## config.mk

```make
export PLATFORM = sky130hd
export DESIGN_NAME = lsu_mem_ctrl_flat
export DESIGN_NICKNAME = d
export VERILOG_FILES = /design/src/rtl/lsu_mem_if.sv /design/src/rtl/lsu_mem_ctrl.sv /design/src/flat_wrapper.sv
export SDC_FILE = /design/constraint.sdc
export NUM_CORES = 1
export LEC_CHECK = 0
export ABC_AREA = 1
export CAP_MARGIN = 10
export CELL_PAD_IN_SITES_DETAIL_PLACEMENT = 0
export CELL_PAD_IN_SITES_GLOBAL_PLACEMENT = 1
export CORE_ASPECT_RATIO = 0.9
export CORE_MARGIN = 2
export CORE_UTILIZATION = 34
export CTS_BUF_LIST = sky130_fd_sc_hd__clkbuf_4
export CTS_CLUSTER_DIAMETER = 40
export CTS_CLUSTER_SIZE = 16
export DETAILED_ROUTE_END_ITERATION = 6
export PLACE_DENSITY = 0.8
export SLEW_MARGIN = 20
export SYNTH_ARGS = -nofsm -noshare
export SYNTH_HDL_FRONTEND = slang
export SYNTH_SLANG_ARGS = --single-unit
```

## constraint.sdc

```tcl
create_clock -name clk -period 5.05 [get_ports clk]
set_input_delay 0.7575 -clock clk [delete_from_list [all_inputs] [get_ports clk]]
set_output_delay 0.7575 -clock clk [all_outputs]
set_load 0.1 [all_outputs]
```

## src/rtl/lsu_mem_if.sv

```systemverilog
// Request/response and RAM port bundle for the load/store controller.
// The controller side uses the slave modport; the requester/RAM environment uses master.
interface lsu_mem_if #(
    parameter int unsigned ADDR_W     = 32,
    parameter int unsigned DATA_W     = 32,
    parameter int unsigned RAM_ADDR_W = 32
);
    logic                  req_valid_i;
    logic                  req_ready_o;
    logic                  req_we_i;
    logic [1:0]            req_size_i;
    logic                  req_unsigned_i;
    logic [ADDR_W-1:0]     req_addr_i;
    logic [DATA_W-1:0]     req_wdata_i;
    logic                  resp_valid_o;
    logic [DATA_W-1:0]     resp_rdata_o;
    logic                  resp_err_o;
    logic                  ram_r_ena_o;
    logic [RAM_ADDR_W-1:0] ram_r_addr_o;
    logic [DATA_W-1:0]     ram_r_data_i;
    logic                  ram_w_ena_o;
    logic [RAM_ADDR_W-1:0] ram_w_addr_o;
    logic [DATA_W-1:0]     ram_w_data_o;
    logic [DATA_W-1:0]     ram_w_mask_o;

    modport slave (
        input  req_valid_i, req_we_i, req_size_i, req_unsigned_i, req_addr_i, req_wdata_i,
               ram_r_data_i,
        output req_ready_o, resp_valid_o, resp_rdata_o, resp_err_o,
               ram_r_ena_o, ram_r_addr_o, ram_w_ena_o, ram_w_addr_o, ram_w_data_o, ram_w_mask_o
    );

    modport master (
        output req_valid_i, req_we_i, req_size_i, req_unsigned_i, req_addr_i, req_wdata_i,
               ram_r_data_i,
        input  req_ready_o, resp_valid_o, resp_rdata_o, resp_err_o,
               ram_r_ena_o, ram_r_addr_o, ram_w_ena_o, ram_w_addr_o, ram_w_data_o, ram_w_mask_o
    );
endinterface

```

## src/rtl/lsu_mem_ctrl.sv

```systemverilog
// Scalar load/store controller: byte-lane masking, write-lane shifting, read alignment/extension,
// and two-beat splitting of accesses that straddle a RAM word boundary.
module lsu_mem_ctrl #(
    parameter int unsigned ADDR_W      = 32,
    parameter int unsigned DATA_W      = 32,
    parameter int unsigned RAM_ADDR_W  = 32,
    parameter int unsigned RAM_LAT     = 1,
    parameter bit          MISALIGN_EN = 1'b1
) (
    input logic       clk,
    input logic       rst,
    lsu_mem_if.slave  bus
);
    localparam int unsigned B    = DATA_W / 8;
    localparam int unsigned OW   = $clog2(B);
    localparam int unsigned CW   = $clog2(RAM_LAT + 1);
    localparam int unsigned BM_W = 2 * B;
    localparam int unsigned IW   = $clog2(2 * DATA_W);

    typedef enum logic [2:0] {IDLE, ISSUE0, WAIT0, ISSUE1, WAIT1, RESP} state_t;
    state_t state, state_nxt;

    logic                  we_q, uns_q, split_q, err_q;
    logic [1:0]            size_q;
    logic [OW-1:0]         off_q;
    logic [RAM_ADDR_W-1:0] widx_q;
    logic [DATA_W-1:0]     wdata_q, rd0_q, rd1_q;
    logic [CW-1:0]         lat_cnt;

    logic          hs, req_err, req_split, lat_done;
    logic [OW-1:0] req_off;
    logic [3:0]    req_n, n_q;

    assign hs        = bus.req_valid_i && (state == IDLE);
    assign req_off   = bus.req_addr_i[OW-1:0];
    assign req_n     = 4'd1 << bus.req_size_i;
    assign req_split = (32'(req_off) + 32'(req_n)) > B;
    assign lat_done  = (32'(lat_cnt) == RAM_LAT - 1);
    assign n_q       = 4'd1 << size_q;

    always_comb begin
        req_err = 1'b0;
        if (bus.req_size_i == 2'd3 && DATA_W == 32)
            req_err = 1'b1;
        if (!MISALIGN_EN && ((bus.req_addr_i & ADDR_W'(req_n - 4'd1)) != '0))
            req_err = 1'b1;
    end

    always_ff @(posedge clk or posedge rst) begin
        if (rst) state <= IDLE;
        else     state <= state_nxt;
    end

    always_comb begin
        state_nxt = state;
        case (state)
            IDLE:    if (hs) state_nxt = req_err ? RESP : ISSUE0;
            ISSUE0:  state_nxt = we_q ? (split_q ? ISSUE1 : RESP) : WAIT0;
            WAIT0:   if (lat_done) state_nxt = split_q ? ISSUE1 : RESP;
            ISSUE1:  state_nxt = we_q ? RESP : WAIT1;
            WAIT1:   if (lat_done) state_nxt = RESP;
            RESP:    state_nxt = IDLE;
            default: state_nxt = IDLE;
        endcase
    end

    always_ff @(posedge clk or posedge rst) begin
        if (rst) begin
            we_q    <= 1'b0;
            uns_q   <= 1'b0;
            split_q <= 1'b0;
            err_q   <= 1'b0;
            size_q  <= '0;
            off_q   <= '0;
            widx_q  <= '0;
            wdata_q <= '0;
            rd0_q   <= '0;
            rd1_q   <= '0;
            lat_cnt <= '0;
        end else begin
            if (hs) begin
                we_q    <= bus.req_we_i;
                uns_q   <= bus.req_unsigned_i;
                split_q <= req_split;
                err_q   <= req_err;
                size_q  <= bus.req_size_i;
                off_q   <= req_off;
                widx_q  <= RAM_ADDR_W'(bus.req_addr_i >> OW);
                wdata_q <= bus.req_wdata_i;
            end
            if (state == ISSUE0 || state == ISSUE1)
                lat_cnt <= '0;
            else if (state == WAIT0 || state == WAIT1)
                lat_cnt <= lat_cnt + CW'(1);
            if (state == WAIT0 && lat_done) rd0_q <= bus.ram_r_data_i;
            if (state == WAIT1 && lat_done) rd1_q <= bus.ram_r_data_i;
        end
    end

    // Both beats are viewed as one double-width window: low half is beat 0, high half beat 1.
    logic [BM_W-1:0]     bmask;
    logic [2*DATA_W-1:0] lane_mask, wide_wdata, wide_rdata;
    logic [DATA_W-1:0]   ld_data;
    logic [IW-1:0]       sidx;
    logic                sign;

    always_comb begin
        bmask      = ((BM_W'(1) << n_q) - BM_W'(1)) << off_q;
        lane_mask  = '0;
        for (int unsigned i = 0; i < BM_W; i++)
            lane_mask[8*i +: 8] = {8{bmask[i]}};
        wide_wdata = {{DATA_W{1'b0}}, wdata_q} << {off_q, 3'b000};
        wide_rdata = {rd1_q, rd0_q} >> {off_q, 3'b000};
        sidx       = IW'({n_q, 3'b000}) - IW'(1);
        sign       = !uns_q && wide_rdata[sidx];
        ld_data    = '0;
        for (int unsigned i = 0; i < DATA_W; i++)
            ld_data[i] = (i < 32'({n_q, 3'b000})) ? wide_rdata[i] : sign;
    end

    always_comb begin
        bus.req_ready_o  = 1'b0;
        bus.resp_valid_o = 1'b0;
        bus.resp_rdata_o = '0;
        bus.resp_err_o   = 1'b0;
        bus.ram_r_ena_o  = 1'b0;
        bus.ram_r_addr_o = '0;
        bus.ram_w_ena_o  = 1'b0;
        bus.ram_w_addr_o = '0;
        bus.ram_w_data_o = '0;
        bus.ram_w_mask_o = '0;
        case (state)
            IDLE: bus.req_ready_o = 1'b1;
            ISSUE0: begin
                if (we_q) begin
                    bus.ram_w_ena_o  = 1'b1;
                    bus.ram_w_addr_o = widx_q;
                    bus.ram_w_data_o = wide_wdata[DATA_W-1:0];
                    bus.ram_w_mask_o = lane_mask[DATA_W-1:0];
                end else begin
                    bus.ram_r_ena_o  = 1'b1;
                    bus.ram_r_addr_o = widx_q;
                end
            end
            ISSUE1: begin
                if (we_q) begin
                    bus.ram_w_ena_o  = 1'b1;
                    bus.ram_w_addr_o = widx_q + RAM_ADDR_W'(1);
                    bus.ram_w_data_o = wide_wdata[2*DATA_W-1:DATA_W];
                    bus.ram_w_mask_o = lane_mask[2*DATA_W-1:DATA_W];
                end else begin
                    bus.ram_r_ena_o  = 1'b1;
                    bus.ram_r_addr_o = widx_q + RAM_ADDR_W'(1);
                end
            end
            RESP: begin
                bus.resp_valid_o = 1'b1;
                bus.resp_err_o   = err_q;
                bus.resp_rdata_o = (we_q || err_q) ? '0 : ld_data;
            end
            default: ;
        endcase
    end
endmodule

```

## src/flat_wrapper.sv

```systemverilog
// flat-port wrapper written by rule: the top's interface ports become plain ports
module lsu_mem_ctrl_flat 
#(
    parameter int unsigned ADDR_W      = 32,
    parameter int unsigned DATA_W      = 32,
    parameter int unsigned RAM_ADDR_W  = 32,
    parameter int unsigned RAM_LAT     = 1,
    parameter bit          MISALIGN_EN = 1'b1
)
  (clk, rst, bus_req_valid_i, bus_req_we_i, bus_req_size_i, bus_req_unsigned_i, bus_req_addr_i, bus_req_wdata_i, bus_ram_r_data_i, bus_req_ready_o, bus_resp_valid_o, bus_resp_rdata_o, bus_resp_err_o, bus_ram_r_ena_o, bus_ram_r_addr_o, bus_ram_w_ena_o, bus_ram_w_addr_o, bus_ram_w_data_o, bus_ram_w_mask_o);
  lsu_mem_if #(.ADDR_W(ADDR_W), .DATA_W(DATA_W), .RAM_ADDR_W(RAM_ADDR_W)) bus_i ();
  input logic clk;
  input logic rst;
  input wire logic [$bits(bus_i.req_valid_i)-1:0] bus_req_valid_i;
  input wire logic [$bits(bus_i.req_we_i)-1:0] bus_req_we_i;
  input wire logic [$bits(bus_i.req_size_i)-1:0] bus_req_size_i;
  input wire logic [$bits(bus_i.req_unsigned_i)-1:0] bus_req_unsigned_i;
  input wire logic [$bits(bus_i.req_addr_i)-1:0] bus_req_addr_i;
  input wire logic [$bits(bus_i.req_wdata_i)-1:0] bus_req_wdata_i;
  input wire logic [$bits(bus_i.ram_r_data_i)-1:0] bus_ram_r_data_i;
  output wire logic [$bits(bus_i.req_ready_o)-1:0] bus_req_ready_o;
  output wire logic [$bits(bus_i.resp_valid_o)-1:0] bus_resp_valid_o;
  output wire logic [$bits(bus_i.resp_rdata_o)-1:0] bus_resp_rdata_o;
  output wire logic [$bits(bus_i.resp_err_o)-1:0] bus_resp_err_o;
  output wire logic [$bits(bus_i.ram_r_ena_o)-1:0] bus_ram_r_ena_o;
  output wire logic [$bits(bus_i.ram_r_addr_o)-1:0] bus_ram_r_addr_o;
  output wire logic [$bits(bus_i.ram_w_ena_o)-1:0] bus_ram_w_ena_o;
  output wire logic [$bits(bus_i.ram_w_addr_o)-1:0] bus_ram_w_addr_o;
  output wire logic [$bits(bus_i.ram_w_data_o)-1:0] bus_ram_w_data_o;
  output wire logic [$bits(bus_i.ram_w_mask_o)-1:0] bus_ram_w_mask_o;
  assign bus_i.req_valid_i = bus_req_valid_i;
  assign bus_i.req_we_i = bus_req_we_i;
  assign bus_i.req_size_i = bus_req_size_i;
  assign bus_i.req_unsigned_i = bus_req_unsigned_i;
  assign bus_i.req_addr_i = bus_req_addr_i;
  assign bus_i.req_wdata_i = bus_req_wdata_i;
  assign bus_i.ram_r_data_i = bus_ram_r_data_i;
  assign bus_req_ready_o = bus_i.req_ready_o;
  assign bus_resp_valid_o = bus_i.resp_valid_o;
  assign bus_resp_rdata_o = bus_i.resp_rdata_o;
  assign bus_resp_err_o = bus_i.resp_err_o;
  assign bus_ram_r_ena_o = bus_i.ram_r_ena_o;
  assign bus_ram_r_addr_o = bus_i.ram_r_addr_o;
  assign bus_ram_w_ena_o = bus_i.ram_w_ena_o;
  assign bus_ram_w_addr_o = bus_i.ram_w_addr_o;
  assign bus_ram_w_data_o = bus_i.ram_w_data_o;
  assign bus_ram_w_mask_o = bus_i.ram_w_mask_o;
  lsu_mem_ctrl #(.ADDR_W(ADDR_W), .DATA_W(DATA_W), .RAM_ADDR_W(RAM_ADDR_W), .RAM_LAT(RAM_LAT), .MISALIGN_EN(MISALIGN_EN)) u_core (.clk(clk), .rst(rst), .bus(bus_i));
endmodule
```

* After elaboration in Yosys (flattened, before gate mapping)
Index checks and enable logic that the tools add are counted.
** Operators by class
- Add/sub/neg operators :: 5
- $mul :: 0
- Divide/modulo/power cells :: 0
- Magnitude comparators :: 34
- Equal/unequal tests :: 9
- Shift operators :: 6
- Muxes and demuxes :: 66
- Bitwise operators :: 1
- Reductions and logical operators :: 12
** Operator list (count)
- $mux W32 :: 8
- $pmux W32 S2 :: 4
- $lt A5 B7 Y1 const A :: 16
- $shl A32 B5 Y64 :: 1
- $shr A64 B5 Y64 :: 1
- $mux W30 :: 2
- $lt A4 B7 Y1 const A :: 8
- $mux W1 :: 44
- $gt A32 B3 Y1 const B :: 1
- $add A30 B1 Y31 const B :: 1
- $lt A3 B7 Y1 const A :: 4
- $mux W3 :: 6
- $pmux W3 S5 :: 1
- $lt A1 B7 Y1 const A :: 2
- $lt A2 B7 Y1 const A :: 2
- $shl A1 B2 Y4 const A :: 2
- $shl A1 B4 Y8 const A :: 1
- $shl A8 B2 Y8 :: 1
- $sub A8 B2 Y8 const B :: 1
- $lt A6 B7 Y1 const B :: 1
- $bmux W1 S6 :: 1
- $eq A3 B2 Y1 const B :: 2
- $eq A3 B3 Y1 const B :: 2
- $sub A6 B1 Y6 const B :: 1
- 14 further kinds :: 20
** Word-level totals
- Flip-flop bits (word level) :: 138
- Latch bits :: 0
- Memory bits (writable) :: 0
- Memory bits (read-only) :: 0
- Bits of input ports :: 103
- Output and inout port bits :: 165
- Logic and storage cells :: 145
- Memories :: 0

* Longest topological paths before layout
- Word-level depth :: 8
- Gate-level depth with buffers :: 15

* Worst setup path after synthesis
No wires, ideal clock.
- Path type :: register to output
- Start :: register u_core.we_q
- End :: output port bus_ram_w_mask_o[10]
- Arrival time :: 5217 ps
- Data required time :: 4293 ps
- Path slack :: -924 ps
- Stages on the path, launching flop included :: 9
- Path buffers :: 4
- Cells stage by stage :: dfrtp_1 buf_2 inv_1 buf_2 nor2_2 inv_1 buf_2 a211oi_1 buf_4
** On the way
- Cells in the longest elaborated chain, start to end :: 2
- Elaborated cells between the ends (all ways) :: 3
- Those cells by class :: mux (3)
** RTL lines
- from (decl) :: RTL line lsu_mem_ctrl.sv:23 : logic we_q, uns_q, split_q, err_q;
- from (signal assigned) :: RTL line lsu_mem_ctrl.sv:82 : we_q <= bus.req_we_i;
- $mux W32 (on tied branches) :: RTL line lsu_mem_ctrl.sv:146, lsu_mem_ctrl.sv:135
- $pmux W32 S2 * :: RTL line lsu_mem_ctrl.sv:132 : case (state)
- to (decl) :: RTL line flat_wrapper.sv:30 : output wire logic [$bits(bus_i.ram_w_mask_o)-1:0] bus_ram_w_mask_o;
Mark *: on every way between the ends. The rest lies on a longest branch, timed or not.

* Final worst setup path
- Start :: register u_core.state[0]
- End :: output port bus_ram_w_mask_o[6]
** On the way
- Cells in the longest elaborated chain, start to end :: 2
- Elaborated cells between the ends (all ways) :: 3
- Those cells by class :: eq/ne (2); mux (1)
** RTL lines
- from (decl) :: RTL line lsu_mem_ctrl.sv:21 : state_t state, state_nxt;
- from (signal assigned) :: RTL line lsu_mem_ctrl.sv:51 : else state <= state_nxt;
- $eq A3 B2 Y1 or $eq A3 B1 Y1 (tied branches) :: RTL line lsu_mem_ctrl.sv:132
- $pmux W32 S2 * :: RTL line lsu_mem_ctrl.sv:132
Marks and branches as above.

==> results.json <==
{
  "outcome": "complete, no violations",
  "numPortBuffers": 265,
  "place_ws_ns": 1.10,
  "synth_ff_type": "dfrtp_1",
  "setup_viol": 0,
  "ir_drop_mv": 0.318,
  "die_width_um": 179,
  "final_util_pct": 44.2,
  "p_sw_w": 0.00537,
  "whs_ns": 0.501,
  "post_drt_wl_per_cell_um": 17.7,
  "synth.top_cell.area_share_pct": 35.0,
  "die_y_um": 162,
  "yosys_warnings": 0,
  "synth_fa_ha_area_share_pct": 1.01,
  "drv_slew": 0,
  "synth_xor_area_share_pct": 0.641,
  "ctsHoldBuffers": 0,
  "cts_tree": "built",
  "clockRootBuffer": "clkbuf_4",
  "hold_violations": 0,
  "synth_compound_area_share_pct": 21.1,
  "netlist_instances": 1410,
  "clkPwrFrac_pct": 9.4,
  "die_area_mm2": 0.0289,
  "drive_gt1_share_pct": 15.4,
  "gr-total-overflow": 0,
  "synth_area_leaders": "dfrtp_1 35%, nand2_1 15%, o21ai_0 11%",
  "grt_pass1_vias": 9610,
  "cp.arrival_ns": 3.74,
  "startpoint_type": "flip-flop",
  "fin_nets": 1706,
  "synthSimpleGateAreaFrac_pct": 29.0,
  "power_w": 0.00862,
  "drc": 0,
  "synth_cell_types": 53,
  "synthToLayoutAreaGrowth_pct": 27.4,
  "clock-sinks": 131,
  "insertion_delay_ns": 0.58,
  "place.gp.congestion": 0.926,
  "first_iter_violations": 782,
  "tns_ns": 0,
  "leakage_nw": 5.62,
  "grt_pass1_wl_mm": 53.9,
  "htree_levels": 4,
  "firstDrtPassIters": 7,
  "hp-class": "reg2reg",
  "async_reset_ff_share_pct": 100,
  "clockBufferDepth": 2,
  "ant_nets": 0,
  "fmax_mhz": 222,
  "internal_power_w": 0.00325,
  "start_util_pct": 34.7,
  "synth_edf_count": 0,
  "drt_wl_total_mm": 34.8,
  "end_kind": "primary output",
  "syn_area_mm2": 0.00937,
  "io_pins": 268,
  "rsz0062_at_grt": "false",
  "setup_ws_ns": 0.550,
  "synth_top_family_by_area": "simple AND/OR/NAND/NOR gates",
  "rrSetupSlack_ns": 2.47,
  "viasPerCell": 5.12,
  "critPathKind": "reg2out",
  "rows": 57,
  "clk_pin_slew_ns": 0.12,
  "cp_max_fo": 23,
  "synth.most_common_cell": "nand2_1",
  "cts_buffers": 17,
  "maxCapViolations": 0,
  "ctsResizeCount": 0,
  "fin_skew_ns": 0.0378,
  "track_usage_pct": 24.0,
  "seq_area_frac_synth_pct": 35.0,
  "coreArea_mm2": 0.0270,
  "grt_max_degree": 93,
  "synthMuxAreaShare_pct": 0,
  "worst_pin_slew_ns": 0.983,
  "grt_antenna_before_repair": 3,
  "powerDensity_mw_per_mm2": 722,
  "slew_headroom_pct": 34.3,
  "synth.avg_cell_area_um2": 6.65,
  "postCtsSetupBuffers": 0,
  "cp.required_ns": 4.29,
  "via_count": 10100,
  "pwr-share-seq_pct": 24.0,
  "post-route-period-util_pct": 89.1,
  "place_hpwl_mm": 25.6,
  "ys_ff_latch": 131,
  "swShare_pct": 62.3,
  "combPwrFrac_pct": 66.6,
  "synth_common_cells": "370 x nand2_1, 210 x o21ai_0, 150 x inv_1",
  "synth_top_area_cell": "dfrtp_1",
  "fin_crit_ns": 4.50
}
cells by family (layout without fill, tap and decap cells):
family / after synthesis / in the layout
other: 1 / 5
adders and majority gates: 7 / 7
and+or+nand+nor: 629 / 629
buffers and inverters: 271 / 469
xor gates and xnor gates: 6 / 6
DFF: 131 / 131
AOI/OAI and AO/OA: 365 / 365
worst max-delay path: stages, from the launching register on:
cell     delay [ns]
dfrtp_1        0.47
inv_2          0.10
nor2_2         0.11
inv_2          0.07
nor2_4         0.49
inv_2          0.41
nor2_4         0.38
nand3_2        0.31
o21ai_1        0.44
buf_4          0.40
worst paths after layout:
check                                             from                             end  cells after the start
setup / recovery           u_core.state[0]$_DFFE_PP0P_             bus_ram_w_mask_o[6]                      9
hold / removal             u_core.rd0_q[4]$_DFFE_PP0P_     u_core.rd0_q[4]$_DFFE_PP0P_                      2
setup reg to reg           u_core.state[1]$_DFFE_PP0P_  u_core.wdata_q[31]$_DFFE_PP0P_                      8
hold reg to reg            u_core.rd0_q[4]$_DFFE_PP0P_     u_core.rd0_q[4]$_DFFE_PP0P_                      2
max in group asynchronous                          rst    u_core.rd1_q[10]$_DFFE_PP0P_                      4
min in group asynchronous                          rst   u_core.widx_q[20]$_DFFE_PP0P_                      2
area by class of cell:
cell class | instances | area (um^2)
clock inverter | 14 | 179
inverter | 161 | 608
multi-input combinational | 1009 | 4880
antenna | 3 | 7.51
clock buffer | 18 | 135
sequential | 131 | 3280
tap | 354 | 443
fill | 2903 | 15100
timing repair buffer | 276 | 2410
cells in the final DEF (no fill, tap or decap), drive strengths merged, types with 7 or more instances in the layout:
cell and instances:
nand2 379, o21ai 223, inv 159, buf 158, dfrtp 131, nor2 120, clkdlybuf4s50 118, nand3 86
a21oi 83, o22ai 21, clkbuf 18, nor3 17, clkinv 10, nand4 9, a211oi 9, o31ai 8
or2 7
power groups by stage:
stage / Clock (W) / Combinational [W] / Sequential, W
detailed placement: 0 / 0.00572 / 0.00208
floorplan: 0 / 0.00462 / 0.00188
CTS: 0.000830 / 0.00574 / 0.00206
finish: 0.000811 / 0.00574 / 0.00207
global route: 0.000877 / 0.00621 / 0.00215
global placement: 0 / 0.00569 / 0.00207
flip-flops by register name (all words and copies together) (netlist names):
name and flops:
u_core.size_q 2, u_core.rd1_q 25, u_core.widx_q 30, u_core.lat_cnt 1
u_core.uns_q 1, u_core.wdata_q 32, u_core.rd0_q 32, u_core.we_q 1
u_core.state 3, u_core.split_q 1, u_core.off_q 2, u_core.err_q 1
per-stage QoR:
stage	cell area [um^2]	instances
after floorplan	9390	1411
after global placement	11600	1930
after detailed placement	11600	1930
after CTS	11900	1962
after global routing	11900	1964
final	11900	1966
routing by layer:
metal / vias up / wire (um) / GRT usage [%]
li1: 4947 / - / -
met1: 4695 / 15200 / 31.9
met2: 378 / 16500 / 39.8
met3: 47 / 2320 / 4.90
met4: 2 / 760 / 6.17
met5: - / 13 / 0
Power figures use the tool's default switching activity.
